File: src/rtl/spi_horizontal_line.sv
`default_nettype none
// ============================================================================
//  Module      : spi_horizontal_line
//  Description : SPI command sequencer that draws a single-colour horizontal
//                line on an ILI9341/ST7789-class TFT panel. A start pulse sends
//                the column-address set (X1..X2), the page-address set (Y..Y),
//                the memory-write command and then (X2-X1+1) RGB565 pixels.
//                It then raises a one-cycle completion pulse.
//                The SPI bit clock is i_clk itself. The board derives SCK from
//                i_clk so that the panel samples o_mosi mid-period.
//  Ports       : i_clk   - system clock / SPI bit clock
//                i_rst   - synchronous active-high reset
//                i_start - start request (accepted only when idle)
//                o_mosi  - serial data, MSB first
//                o_dc    - 0 = command byte, 1 = parameter / pixel byte
//                o_cs    - chip select, active low
//                o_done  - one-cycle completion pulse
//  Revision    : 1.0 - initial release
// ============================================================================
module spi_horizontal_line #(
   parameter int unsigned DELAY = 20,
   parameter logic [15:0] X1    = 16'd0,
   parameter logic [15:0] X2    = 16'd239,
   parameter logic [15:0] Y     = 16'd0,
   parameter logic [15:0] COLOR = 16'hFFFF
) (
   input  logic i_clk,
   input  logic i_rst,
   input  logic i_start,
   output logic o_mosi,
   output logic o_dc,
   output logic o_cs,
   output logic o_done
);

   localparam logic [2:0] c_IDLE  = 3'd0;
   localparam logic [2:0] c_LOAD  = 3'd1;
   localparam logic [2:0] c_SHIFT = 3'd2;
   localparam logic [2:0] c_GAP   = 3'd3;
   localparam logic [2:0] c_DONE  = 3'd4;

   // Byte indices 0..10 are the fixed header; index 11 is the pixel phase,
   // where lo_q selects the colour half and pix_q counts pixels.
   localparam logic [3:0]  c_IDX_PIX  = 4'd11;
   localparam logic [15:0] c_PIX_LAST = X2 - X1;

   localparam bit          c_HAS_GAP  = (DELAY > 0);
   localparam int unsigned c_GW       = (DELAY > 1) ? $clog2(DELAY) : 1;
   localparam logic [c_GW-1:0] c_GAP_LAST = c_GW'((DELAY > 0) ? (DELAY - 1) : 0);

   logic [2:0]      state_q, state_d;
   logic [3:0]      idx_q,   idx_d;
   logic            lo_q,    lo_d;
   logic [15:0]     pix_q,   pix_d;
   logic [2:0]      bit_q,   bit_d;
   logic [c_GW-1:0] gap_q,   gap_d;
   logic [7:0]      sh_q,    sh_d;
   logic            mosi_q,  mosi_d;
   logic            dc_q,    dc_d;
   logic            cs_q,    cs_d;
   logic            done_q,  done_d;

   logic [7:0]      w_byte;
   logic            w_dc;
   logic            w_last;
   logic            w_adv;

   // Byte to transmit for the current stream position.
   always_comb begin
      w_byte = 8'h00;
      case (idx_q)
         4'd0:    w_byte = 8'h2A;
         4'd1:    w_byte = X1[15:8];
         4'd2:    w_byte = X1[7:0];
         4'd3:    w_byte = X2[15:8];
         4'd4:    w_byte = X2[7:0];
         4'd5:    w_byte = 8'h2B;
         4'd6:    w_byte = Y[15:8];
         4'd7:    w_byte = Y[7:0];
         4'd8:    w_byte = Y[15:8];
         4'd9:    w_byte = Y[7:0];
         4'd10:   w_byte = 8'h2C;
         default: w_byte = lo_q ? COLOR[7:0] : COLOR[15:8];
      endcase
   end

   // Only the three command opcodes are sent with D/C low.
   assign w_dc   = !((idx_q == 4'd0) || (idx_q == 4'd5) || (idx_q == 4'd10));
   assign w_last = (idx_q == c_IDX_PIX) && lo_q && (pix_q == c_PIX_LAST);

   always_comb begin
      state_d = state_q;
      idx_d   = idx_q;
      lo_d    = lo_q;
      pix_d   = pix_q;
      bit_d   = bit_q;
      gap_d   = gap_q;
      sh_d    = sh_q;
      mosi_d  = mosi_q;
      dc_d    = dc_q;
      cs_d    = cs_q;
      done_d  = 1'b0;
      w_adv   = 1'b0;

      case (state_q)
         c_IDLE: begin
            cs_d   = 1'b1;
            mosi_d = 1'b0;
            // o_done is still visible this cycle; a start coincident with
            // it belongs to the finished run and is dropped.
            if (i_start && !done_q) begin
               idx_d   = 4'd0;
               lo_d    = 1'b0;
               pix_d   = 16'd0;
               state_d = c_LOAD;
            end
         end

         c_LOAD: begin
            cs_d    = 1'b0;
            dc_d    = w_dc;
            mosi_d  = w_byte[7];
            sh_d    = {w_byte[6:0], 1'b0};
            bit_d   = 3'd0;
            state_d = c_SHIFT;
         end

         c_SHIFT: begin
            cs_d   = 1'b0;
            mosi_d = sh_q[7];
            sh_d   = {sh_q[6:0], 1'b0};
            bit_d  = bit_q + 3'd1;
            // Seventh shift cycle presents bit0; LOAD already sent bit7.
            if (bit_q == 3'd6) begin
               if (c_HAS_GAP) begin
                  gap_d   = '0;
                  state_d = c_GAP;
               end else if (w_last) begin
                  state_d = c_DONE;
               end else begin
                  w_adv   = 1'b1;
                  state_d = c_LOAD;
               end
            end
         end

         c_GAP: begin
            cs_d   = 1'b1;
            mosi_d = 1'b0;
            if (gap_q == c_GAP_LAST) begin
               if (w_last) begin
                  state_d = c_DONE;
               end else begin
                  w_adv   = 1'b1;
                  state_d = c_LOAD;
               end
            end else begin
               gap_d = gap_q + 1'b1;
            end
         end

         c_DONE: begin
            cs_d    = 1'b1;
            mosi_d  = 1'b0;
            done_d  = 1'b1;
            state_d = c_IDLE;
         end

         default: begin
            cs_d    = 1'b1;
            mosi_d  = 1'b0;
            state_d = c_IDLE;
         end
      endcase

      // Step to the next byte: header index first, then alternate
      // high/low colour bytes, counting a pixel after each low byte.
      if (w_adv) begin
         if (idx_q != c_IDX_PIX) begin
            idx_d = idx_q + 4'd1;
         end else begin
            lo_d = !lo_q;
            if (lo_q) begin
               pix_d = pix_q + 16'd1;
            end
         end
      end
   end

   always_ff @(posedge i_clk) begin
      if (i_rst) begin
         state_q <= c_IDLE;
         idx_q   <= 4'd0;
         lo_q    <= 1'b0;
         pix_q   <= 16'd0;
         bit_q   <= 3'd0;
         gap_q   <= '0;
         sh_q    <= 8'h00;
         mosi_q  <= 1'b0;
         dc_q    <= 1'b0;
         cs_q    <= 1'b1;
         done_q  <= 1'b0;
      end else begin
         state_q <= state_d;
         idx_q   <= idx_d;
         lo_q    <= lo_d;
         pix_q   <= pix_d;
         bit_q   <= bit_d;
         gap_q   <= gap_d;
         sh_q    <= sh_d;
         mosi_q  <= mosi_d;
         dc_q    <= dc_d;
         cs_q    <= cs_d;
         done_q  <= done_d;
      end
   end

   assign o_mosi = mosi_q;
   assign o_dc   = dc_q;
   assign o_cs   = cs_q;
   assign o_done = done_q;

endmodule
`default_nettype wire

File: config.mk
export PLATFORM = sky130hd
export DESIGN_NAME = spi_horizontal_line
export DESIGN_NICKNAME = d
export VERILOG_FILES = /design/src/rtl/spi_horizontal_line.sv
export SDC_FILE = /design/constraint.sdc
export NUM_CORES = 1
export LEC_CHECK = 0
export ABC_AREA = 1
export CORE_ASPECT_RATIO = 1.2
export CORE_UTILIZATION = 35
export CTS_BUF_LIST = sky130_fd_sc_hd__clkbuf_4 sky130_fd_sc_hd__clkbuf_8
export CTS_CLUSTER_DIAMETER = 100
export DETAILED_ROUTE_END_ITERATION = 12
export PLACE_DENSITY = 0.55
export SYNTH_ARGS = -nofsm -noshare
export SYNTH_HDL_FRONTEND = slang
export SYNTH_SLANG_ARGS = --single-unit
File: constraint.sdc
create_clock -name i_clk -period 1.6 [get_ports i_clk]
set_clock_uncertainty 0.1 [all_clocks]
set_input_delay 0.16 -clock i_clk [delete_from_list [all_inputs] [get_ports i_clk]]
set_output_delay 0.16 -clock i_clk [all_outputs]
set_load 0.02 [all_outputs]
; ---- Word level (Yosys, flattened, before mapping)
; Cells that the tools add are included.
[totals]
input_bits = 3
elab_cells = 84
out_inout_bits = 4
ff_bits = 44
[op_classes]
n_eq_ne = 23
mux = 30
reduce_logical = 16
n_addsub = 4
[op_table]
columns = operator, count
row1 = 16-bit 2-to-1 mux, 5
row2 = 8-bit case mux with 5 select lines, 1
row3 = 16-bit by 1-bit adder with 16-bit output (second input constant), 1
row4 = 16-bit by 8-bit equality test with 1-bit output (second input constant), 1
row5 = 4-bit by 3-bit equality test with 1-bit output (second input constant), 4
row6 = 4-bit equality test (second input constant), 4
row7 = 4-bit 2-to-1 mux, 4
row8 = 8-bit case mux with 2 select lines, 1
row9 = 3-bit 2-to-1 mux, 4
row10 = 3-bit case mux with 4 select lines, 1
row11 = 5-bit 2-to-1 mux, 2
row12 = 5-bit case mux with 2 select lines, 1
row13 = 1-bit 2-to-1 mux, 9
row14 = 4-bit by 2-bit equality test with 1-bit output (second input constant), 2
row15 = 2-bit != test (second input constant), 4
row16 = 7-bit OR reduction, 1
row17 = 3-bit by 2-bit equality test with 1-bit output (second input constant), 2
row18 = 3-bit equality test (second input constant), 2
row19 = 3-bit case mux with 2 select lines, 1
row20 = 3-bit AND reduction, 2
row21 = 5-bit by 1-bit adder with 5-bit output (second input constant), 1
row22 = 5-bit equality test (second input constant), 1
row23 = 4-bit by 1-bit adder with 4-bit output (second input constant), 1
row24 = 4-bit by 1-bit equality test with 1-bit output (second input constant), 1
row25 = 11 further kinds, 17

; ---- Longest topological paths before layout
; Gate-level depths: netlist of the first run.
[depth]
depth_word = 7
depth_mapped = 11
ltp_nobuf = 11

; ---- Worst setup path before layout of the first run
; OpenSTA, ideal clock, no wires.
[synth_path]
kind = reg2reg
start = reg pix_q[0]
end = reg pix_q[12]
path_stages_with_launch = 9
setup_time_ns = 0.122
arrival_ns = 1.376
synth_period_minus_slack_ns = 1.597
n_path_buf = 0
slack_ns = 0.003
required_time_ns = 1.378
path_cell_list = dfxtp_1 > ha_1 > nand3_1 > nor2_1 > nand3_1 > nand3_1 > o21ai_0 > nand2_1 > a21oi_1
[synth_via]
elab_chain_len = 6
elab_cells_between_ends = 9
classes_between = add/sub (1) / eq/ne (1) / mux (6) / reduce/logical (1)
[synth_rtl]
columns = item, line
row1 = from (decl), 54  ; logic [15:0] pix_q, pix_d;
row2 = from (signal assigned), 207  ; pix_q <= pix_d;
row3 = branches (longest 5 deep; another with 16-bit by 1-bit adder with 16-bit output), n/a
row4 = 16-bit 2-to-1 mux *, 178  ; if (w_adv) begin
; Mark *: on every way between the ends.
; A chain may end at the register's enable or synchronous reset.

; ---- Final worst setup path of the first run
[layout_path]
start = reg gap_q[1]
end = reg pix_q[10]
[layout_via]
elab_chain_len = 4
[layout_rtl]
columns = item, line
row1 = from (decl), 56  ; logic [c_GW-1:0] gap_q, gap_d;
row2 = from (signal assigned), 209  ; gap_q <= gap_d;
row3 = 5-bit equality test, 150  ; if (gap_q == c_GAP_LAST) begin
row4 = 1-bit 2-to-1 mux, 150
row5 = 1-bit 2-to-1 mux, n/a
row6 = 16-bit 2-to-1 mux, 178
; No other way between the ends.

==> summary.txt, run 1 <==
Finish
  – Nets@finish: 443
  – Fraction of layout cells with a size suffix above 1: 35.1%
  – Fin area: 3470 um^2
  – Syn-to-layout area delta: 43.3%
  – Total inserted antenna cells: 0

Worst setup path
  – CP Launch Point: gap_q[1]
  – FF-to-FF path depth: 8
  – CP delay by family, top: simple AND/OR/NAND/NOR gates
  – Worst Setup Start Kind: flop
  – Arr. time, crit path: 1.72 ns
  – Crit-path slowest cell: dfxtp_2
  – Crit-path max FO: 7
  – WP data required: around 1.7 ns
  – Reg-to-reg startpoint: gap_q[1]
  – Bufs and invs on worst path: 1
  – CP Depth: 8
  – Crit path kind: reg -> reg
  – CP max stage delay: around 0.36 ns
  – CP Cell Sequence: ha_4, nand4_1, nor2_4, nand4_4, nor2_2, nand3_1, nand2_1, inv_1
  – Crit. End Element: flop

Route
  – Drt via density: just under 5
  – Final WL: 6180 um
  – DRC: 0
  – Wire per inst: ~12 um
  – Via Count: between 2k and 3k
  – DRT Pass-1 Iters: 4
  – DRT iter0 DRCs: 90
  – Remaining antenna violation count after routing: 0

STA
  – Period utilisation layout: 101%
  – Rel. slew slack: 82.9%
  – Final Hold Violating Endpoints: 0
  – Slew of the pin with the lowest slew margin: 0.254 ns
  – RSZ-0062 raised after global routing: yes
  – Minimum clock period: 1.61 ns
  – Setup WS post-layout: -0.0115 ns
  – Setup TNS: -0.0120 ns
  – Final setup vio count: 2
  – Max Freq: slightly above 600 MHz
  – Max Slew Vio Count: 0
  – Worst hold margin: ~0.36 ns

GRT
  – Overall routing resource usage: 18.4%
  – Via count of the first global-routing pass: 2,419
  – Initial antenna violation count: 0
  – GRT overflow: 0
  – Global-route wire length before repair: 10,600 um
  – Largest net degree at the start of global routing: 20

Die
  – Num ports: 7
  – Die X: 77.9 um
  – Core area: 6570 um^2
  – Die height: 93.1 um
  – Die area: between 7000 and 8000 um^2
  – Row count: 32
  – Initial Util: 36.9%

Clock tree
  – CTS max path bufs: 2
  – TritonCTS Buffers: 5
  – Post-CTS Hold Buffers: 0
  – CTS tree: yes
  – Clk root buf: clkbuf_8
  – Clock sinks: 43
  – Clock-pin transition on the worst setup and hold timing paths: 0.10 ns
  – H-Tree Level Count: 2
  – Clock Latency Late Sink: between 0.3 and 0.4 ns

Synthesis
  – Post-synth EDFFs: 0
  – Cell count after synthesis: 367
  – Sequential share of the synthesized area: 35.5%
  – Dominant cell type by area after synthesis: dfxtp_1
  – Seq cells post-synth: 43
  – Synth Flop Type: dfxtp_1
  – Yosys warning count: 0
  – Synth top area cells: dfxtp_1, nand2_1, inv_1
  – Mapped cell area: 2420 um^2
  – Cell with the most instances after synthesis: nand2_1
  – Post-synthesis area per instance: 6.60 um^2
  – Syn Nets: between 300 and 400
  – Asr flop ratio synth: 0%
  – Top cells by count, synth: nand2_1, inv_1, dfxtp_1, nor2_1, a21oi_1
  – Top-area cell type share of the netlist area: 35.5%
  – Yosys cell types: 29

Hold path
  – Hold depth: 1
  – Hold_sp: state_q[0]
  – Hold/Removal Path Class: reg -> reg

Run
  – Max-cap check violation count: 0

Run status
  – Failing checks: negative setup slack
  – Status: complete, but fails checks

Power
  – Worst VDD drop: 0.484 mV
  – Lkg Pwr: 1.40 nW
  – Total power: between 2 and 3 mW
  – PD cells: 836 nW/um^2

Place
  – RD Place Congestion: 0.863
  – Detailed placer's ending HPWL: between 4000 and 5000 um
  – Buffers on Ports: 6
  – Placement Cell Area: 2960 um^2
-- worst register-to-register path, cell delays in order, from the launching register on --
cell     delay [ns]
dfxtp_2        0.36
ha_4           0.13
nand4_1        0.14
nor2_4         0.20
nand4_4        0.19
nor2_2         0.20
nand3_1        0.09
nand2_1        0.07
inv_1          0.03
-- cells in the final DEF (no fill, tap or decap), types with 8 or more instances in the layout --
cell,count
inv_1,43
dfxtp_1,31
dfxtp_2,10
nor2_1,33
nand3_1,17
nand2_1,87
o21ai_0,14
inv_2,8
buf_4,51
nor2_2,8
a21oi_1,25
-- path summary, 6_finish.rpt --
path	end	slack, ns
min reg2reg	o_done	0.36
max	pix_q[10]	-0.01
min	o_done	0.36
max reg2reg	pix_q[10]	-0.01
-- stage by stage --
stage	setup slack, ns	utilization, %	instances
2_1_floorplan	0.00254	-	367
3_3_place_gp	-0.161	45.1	503
3_5_place_dp	-0.167	45.1	503
4_1_cts	-0.0590	48.8	514
5_1_grt	-0.122	52.9	518
6_report	-0.0115	52.9	518
-- cell families after synthesis --
kind of cell    count (synthesis)  share of synthesized area, %
simple gates                  191                          35.7
fa+ha+maj                       8                          4.13
xor+xnor                        3                          1.08
buf+inv                        60                          10.0
compound gates                 62                          13.5
flops                          43                          35.5
-- routing by layer --
layer  part of all wire [%]  track usage, %  vias up
li1                       -               -     1313
met1                     47            23.4     1148
met2                     49            31.7       34
met3                    2.8            3.41        5
met4                    1.1            5.56        0
met5                      0               0        -
-- flip-flops by register name (all words and copies together), names as in the netlist --
name,cells
sh_q,7
o_done,1
o_dc,1
state_q,3
bit_q,3
pix_q,16
o_cs,1
lo_q,1
idx_q,4
gap_q,5
o_mosi,1
-- final cells by class --
class,count,area [um^2]
Fill cell,676,3100
Multi-Input combinational cell,264,1610
Sequential cell,43,881
Timing Repair Buffer,66,562
Inverter,52,198
Tap cell,85,106
Clock buffer,5,68.8
Clock inverter,3,47.5
-- report_power, final --
group	total, mW	switching [mW]	internal (mW)
Sequential	1.21	0.0575	1.16
Clock	0.888	0.414	0.474
Combinational	0.798	0.450	0.348
-- timing repair --
| action | CTS | global route |
|---|---|---|
| pin swaps | 7 | 24 |
| buffers inserted | 2 | 4 |
| cloned | 1 | 0 |
| endpoints found under the setup margin | 27 | 31 |
| resized for setup | 33 | 69 |
Note: power is estimated with default switching activity, not from simulation.
==> run 2, diff against run 1 <==
CAP_MARGIN = 20   (was default)
==> results of run 2 <==
No change in the layout: final DEF, timing and power equal those of run 1.
==> run 3, diff against run 2 <==
CAP_MARGIN = default   (was 20)
==> results of run 3 <==
No change in the layout: final DEF, timing and power equal those of run 1.
